File: src/rtl/alu_issue_ctrl.sv
// alu_issue_ctrl: two-stage issue controller feeding the ALU and capturing its result/branch outcome
module alu_issue_ctrl #(
  parameter int SIZE = 32
) (
  input  logic            i_clk,
  input  logic            i_rst_n,
  input  logic            i_in_valid,
  output logic            o_in_ready,
  input  logic [6:0]      i_opcode,
  input  logic [2:0]      i_funct3,
  input  logic            i_funct7_5,
  input  logic [SIZE-1:0] i_rs1_val,
  input  logic [SIZE-1:0] i_rs2_val,
  input  logic [SIZE-1:0] i_imm,
  input  logic            i_flush,
  output logic [SIZE-1:0] o_x,
  output logic [SIZE-1:0] o_y,
  output logic [3:0]      o_control,
  input  logic [SIZE-1:0] i_resultado,
  input  logic            i_zero,
  output logic            o_out_valid,
  input  logic            i_out_ready,
  output logic [SIZE-1:0] o_out_result,
  output logic            o_out_branch,
  output logic            o_out_taken,
  output logic            o_out_illegal
);
  localparam logic [6:0] OPC_OP  = 7'b0110011;
  localparam logic [6:0] OPC_IMM = 7'b0010011;
  localparam logic [6:0] OPC_BR  = 7'b1100011;
  localparam logic [3:0] C_ADD  = 4'b0000;
  localparam logic [3:0] C_OR   = 4'b0001;
  localparam logic [3:0] C_AND  = 4'b0010;
  localparam logic [3:0] C_SLT  = 4'b0100;
  localparam logic [3:0] C_SUB  = 4'b0111;
  localparam logic [3:0] C_SLL  = 4'b1000;
  localparam logic [3:0] C_XOR  = 4'b1001;
  localparam logic [3:0] C_SRL  = 4'b1010;
  localparam logic [3:0] C_SLTU = 4'b1101;
  localparam logic [3:0] C_SRA  = 4'b1110;

  logic            w_is_op, w_is_imm, w_is_br, w_br_ok, w_shift;
  logic [3:0]      w_f3_code, w_ctrl;
  logic [SIZE-1:0] w_x, w_y;
  logic            w_ill, w_br;
  logic            w_adv2, w_ld1, w_accept, w_cond;

  logic            r_s1_valid, r_s1_br, r_s1_ill;
  logic [2:0]      r_s1_kind;
  logic            r_s2_valid;

  assign w_is_op  = i_opcode == OPC_OP;
  assign w_is_imm = i_opcode == OPC_IMM;
  assign w_is_br  = i_opcode == OPC_BR;
  assign w_br_ok  = i_funct3[2:1] != 2'b01;
  assign w_shift  = i_funct3[1:0] == 2'b01;

  // Stage 2 drains when empty or when downstream takes its entry; stage 1 loads when it can move on.
  assign w_adv2     = !r_s2_valid | i_out_ready;
  assign w_ld1      = !r_s1_valid | w_adv2;
  assign o_in_ready = i_rst_n & !i_flush & w_ld1;
  assign w_accept   = i_in_valid & o_in_ready;
  assign o_out_valid = r_s2_valid;

  // Shared funct3 map for OP and OP-IMM; funct7[5] selects SUB only for register-register ops.
  always_comb begin
    case (i_funct3)
      3'd0:    w_f3_code = (w_is_op & i_funct7_5) ? C_SUB : C_ADD;
      3'd1:    w_f3_code = C_SLL;
      3'd2:    w_f3_code = C_SLT;
      3'd3:    w_f3_code = C_SLTU;
      3'd4:    w_f3_code = C_XOR;
      3'd5:    w_f3_code = i_funct7_5 ? C_SRA : C_SRL;
      3'd6:    w_f3_code = C_OR;
      default: w_f3_code = C_AND;
    endcase
  end

  // Operand selection and control decode; illegal encodings issue ADD 0,0.
  always_comb begin
    w_ctrl = C_ADD;
    w_x    = '0;
    w_y    = '0;
    w_ill  = 1'b0;
    w_br   = 1'b0;
    if (w_is_op | w_is_imm) begin
      w_ctrl = w_f3_code;
      w_x    = i_rs1_val;
      w_y    = w_is_op ? i_rs2_val : (w_shift ? {{(SIZE-5){1'b0}}, i_imm[4:0]} : i_imm);
    end else if (w_is_br & w_br_ok) begin
      w_br   = 1'b1;
      w_x    = i_rs1_val;
      w_y    = i_rs2_val;
      w_ctrl = i_funct3[2] ? (i_funct3[1] ? C_SLTU : C_SLT) : C_SUB;
    end else begin
      w_ill  = 1'b1;
    end
  end

  // Even kinds test the condition directly, odd kinds its inverse (BNE/BGE/BGEU).
  assign w_cond = (r_s1_kind[2] ? i_resultado[0] : i_zero) ^ r_s1_kind[0];

  // Stage 1: ALU operand/control register.
  always_ff @(posedge i_clk or negedge i_rst_n) begin
    if (!i_rst_n) begin
      r_s1_valid <= 1'b0;
      o_x        <= '0;
      o_y        <= '0;
      o_control  <= C_ADD;
      r_s1_kind  <= '0;
      r_s1_br    <= 1'b0;
      r_s1_ill   <= 1'b0;
    end else if (i_flush) begin
      r_s1_valid <= 1'b0;
    end else if (w_ld1) begin
      r_s1_valid <= w_accept;
      if (w_accept) begin
        o_x       <= w_x;
        o_y       <= w_y;
        o_control <= w_ctrl;
        r_s1_kind <= i_funct3;
        r_s1_br   <= w_br;
        r_s1_ill  <= w_ill;
      end
    end
  end

  // Stage 2: capture ALU result and resolve the branch.
  always_ff @(posedge i_clk or negedge i_rst_n) begin
    if (!i_rst_n) begin
      r_s2_valid    <= 1'b0;
      o_out_result  <= '0;
      o_out_branch  <= 1'b0;
      o_out_taken   <= 1'b0;
      o_out_illegal <= 1'b0;
    end else if (i_flush) begin
      r_s2_valid <= 1'b0;
    end else if (w_adv2) begin
      r_s2_valid <= r_s1_valid;
      if (r_s1_valid) begin
        o_out_result  <= r_s1_ill ? '0 : i_resultado;
        o_out_branch  <= r_s1_br;
        o_out_taken   <= r_s1_br & w_cond;
        o_out_illegal <= r_s1_ill;
      end
    end
  end
endmodule

File: config.mk
export PLATFORM = sky130hd
export DESIGN_NAME = alu_issue_ctrl
export DESIGN_NICKNAME = d
export VERILOG_FILES = /design/src/rtl/alu_issue_ctrl.sv
export SDC_FILE = /design/constraint.sdc
export NUM_CORES = 1
export LEC_CHECK = 0
export CAP_MARGIN = 20
export CORE_MARGIN = 2
export CORE_UTILIZATION = 41
export CTS_BUF_LIST = sky130_fd_sc_hd__clkbuf_4 sky130_fd_sc_hd__clkbuf_8
export CTS_CLUSTER_DIAMETER = 30
export DETAILED_ROUTE_END_ITERATION = 8
export HOLD_SLACK_MARGIN = 0.15
export PLACE_DENSITY = 0.83
export SLEW_MARGIN = 15
export SYNTH_ARGS = -nofsm -noshare
export SYNTH_HDL_FRONTEND = slang
export SYNTH_SLANG_ARGS = --single-unit
File: constraint.sdc
create_clock -name i_clk -period 2.4 [get_ports i_clk]
set_clock_uncertainty 0.2 [all_clocks]
set_input_delay 0.48 -clock i_clk [delete_from_list [all_inputs] [get_ports i_clk]]
set_output_delay 0.48 -clock i_clk [all_outputs]
set_load 0.01 [all_outputs]
==> impl_metrics.ini <==
[clock_network]
path_clk_slew_ns = 0.10
root_buffer = clkbuf_8
cts_buffers = 9
postCtsSetupRepairBufs = 0
cts_tree = built
cts_sinks = 109
clk_latency_ns = 0.36
cts_max_level = 3
cts_max_path_buffers = 2

[logic_synthesis]
synth_cell_types = 37
syn_avg_cell_area_sq_um = 10.2
synth_xor_area_frac = 0.00182
synthSimpleGateAreaFrac = 0.204
ys.flop_type = dfrtp_1
ys_seq_area_frac = 0.568
synth_top_family_by_area = simple AND/OR/NAND/NOR gates
yosys-top-cells-area = dfrtp_1 (57%), nand2_1 (8.8%), a22o_1 (5.8%)
synth_nets = 617
synth_mux_area_frac = 0.00208
synthAdderAreaFrac = 0
synth_edf_count = 0
yosys_warnings = 0
async_flop_share = 1.00
synth_seq_cells = 109
synth_compound_area_frac = 0.185
synth_area_leader_cell = dfrtp_1
netlist_instances = 472
yosys.area.top_type_share = 0.568
syn_area_sq_mm = 0.00481

[floorplan]
fp-row-count = 39
io_pins = 250
coreArea_sq_mm = 0.0114
dieHeight_microns = 112
start_util = 0.421
die_x_microns = 112
dieArea_sq_mm = 0.0126

[timing]
worst-slew-pin-transition_ns = 0.845
fin_crit_sh = 0.986
slew_violations = 0
layout_setup_ws_ns = 0.0327
hold_viol = 0
holdWs_ns = 0.276
post-route-min-period_ns = 2.37
slew-limit-headroom = 0.437
finalSetupViolCount = 0
tns_ns = 0
rsz0062_at_grt = false
clock.fmax_mhz = 422

[placement]
dp_hpwl_microns = 11000
portBuffers = 249
gp_congestion = 0.859
place_ws_ns = -0.104

[setup_path]
cp_data_arrival_time_ns = 1.69
r2r_slack_ns = 0.60
slowest_stage = dlygate4sd3_1
critPathLaunchType = input port
crit_family = buffers and inverters
crit_path_cell_trace = dlygate4sd3_1, buf_4, and3b_1, dlygate4sd2_1
worst_r2r_path_depth = 6
cp_num_cells = 4
path_buf_inv = 3
rr_endpoint = o_y[3]
required_ns = 1.72
worstSetupEndpointType = output port
r2r-start = o_out_valid
cp-endpoint = o_in_ready
startpoint = i_rst_n
max_stage_delay_ns = 0.53
crit_type = in2out
cp_max_fo = 9

[hold_path]
hold_class = in2async

[power]
p_leak_nw = 3.48
power.density_mw_per_mm2 = 517
vdd_ir_drop_max_v = 0.000358
power_w = 0.00404

[global_routing]
overflow = 0
grt_max_degree = 105
grt_first_pass_wirelength_microns = 23300
grtUsageTotal = 0.228
grt_pass1_vias = 4750
antenna_found_initial = 0

[route]
ant_nets = 0
route.detailed.drc = 0
drtPass1Iterations = 5
wl_per_cell_microns = 16.7
drt_first_iter_violations = 327
routed_wl_microns = 14600
vias = 4707
via_per_inst = 5.37

[layout]
fillers = 909
nets = 872
drive_gt1_frac = 0.0751
syn2layout_area_growth_pct = 62.6

[job]
maxCapViolations = 0

[run_status]
status = completed
==> cell type report <==
cell class / count / area, sq um / share of cell area
inverter: 2 / 7.51 / 0.000961
sequential: 109 / 2730 / 0.349
timing repair buffer: 282 / 2810 / 0.360
multi-input combinational: 323 / 1900 / 0.243
tap: 143 / 179 / 0.0229
antenna: 1 / 2.50 / 0.000320
clock buffer: 9 / 124 / 0.0159
clock inverter: 7 / 61.3 / 0.00785
==> cell usage after synthesis (all sizes together), types with 3 or more instances <==
master / count
a21oi: 46
buf: 14
clkbuf: 24
nand2b: 9
a221o: 18
and3: 6
nor3: 4
o211ai: 16
nor2b: 3
dfrtp: 109
a22o: 32
nand3b: 34
nand3: 13
nand2: 113
nor2: 7
o21ai: 6
==> through the flow <==
step,util,area [sq um],instances
final,0.684,7820,876
after global placement,0.667,7620,858
after detailed placement,0.667,7620,858
after CTS,0.684,7810,875
after floorplan,-,4810,472
after global routing,0.684,7810,875
==> per-layer routing <==
layer / global-route usage / up-vias / share of wire
met2: 0.404 / 192 / 0.52
met5: 0 / - / 0
met4: 0.0764 / 0 / 0.016
li1: - / 2196 / -
met1: 0.271 / 2299 / 0.39
met3: 0.0583 / 20 / 0.070
==> placed cells by master (no fill, tap or decap), types with 4 or more instances in the layout <==
cell type	instances
clkdlybuf4s50_1	247
nand2_1	112
dfrtp_1	109
a21oi_1	45
nand3b_1	34
a22o_1	32
buf_4	27
a221o_1	18
o211ai_1	16
nand3_1	13
nand2b_1	9
clkbuf_8	9
and3_1	6
nor2_1	6
buf_12	6
o21ai_0	4
clkinv_4	4
==> worst min path at each step <==
stage          slack (ns)  startpoint      endpoint
5_1_grt              0.27     i_rst_n       o_y[22]
4_1_cts              0.25     i_rst_n       o_y[29]
2_1_floorplan       -0.02     i_rst_n  o_control[0]
3_3_place_gp         0.12     i_rst_n       o_y[16]
6_report             0.28     i_rst_n       o_y[17]
3_5_place_dp         0.13     i_rst_n       o_y[17]
==> logic make-up after synthesis <==
logic type | after synthesis
multiplexers | 1
AO/OA/AOI/OAI | 123
AND/OR/NAND/NOR | 198
buffers and inverters | 40
flip-flops | 109
XOR/XNOR | 1
==> state kept, by name, indices dropped and copies added (netlist names) <==
name,count
o_out_taken,1
r_s1_valid,1
r_s1_kind,2
o_out_result,32
o_x,32
o_out_branch,1
o_control,4
o_out_valid,1
r_s1_br,1
o_out_illegal,1
r_s1_ill,1
o_y,32
==> power by group <==
group	total [W]	switching, W	internal, W
Combinational	0.000915	0.000355	0.000559
Sequential	0.00208	0.000101	0.00198
Clock	0.00105	0.000658	0.000393
Total	0.00404	0.00111	0.00293
==> repair_timing <==
item	4_1_cts	5_1_grt
endpoints found under the hold margin	109	0
endpoints found under the setup margin	1	0
hold buffers	1	0
resized for setup	1	0
==> worst register-to-register path: cells and delay by family, from the launching register on <==
family	cells	cell delay [ns]
AND/OR/NAND/NOR	3	0.49
AO/OA/AOI/OAI	1	0.26
flip-flops	1	0.41
buffers and inverters	2	0.35
(Power assumes the default switching activity.)
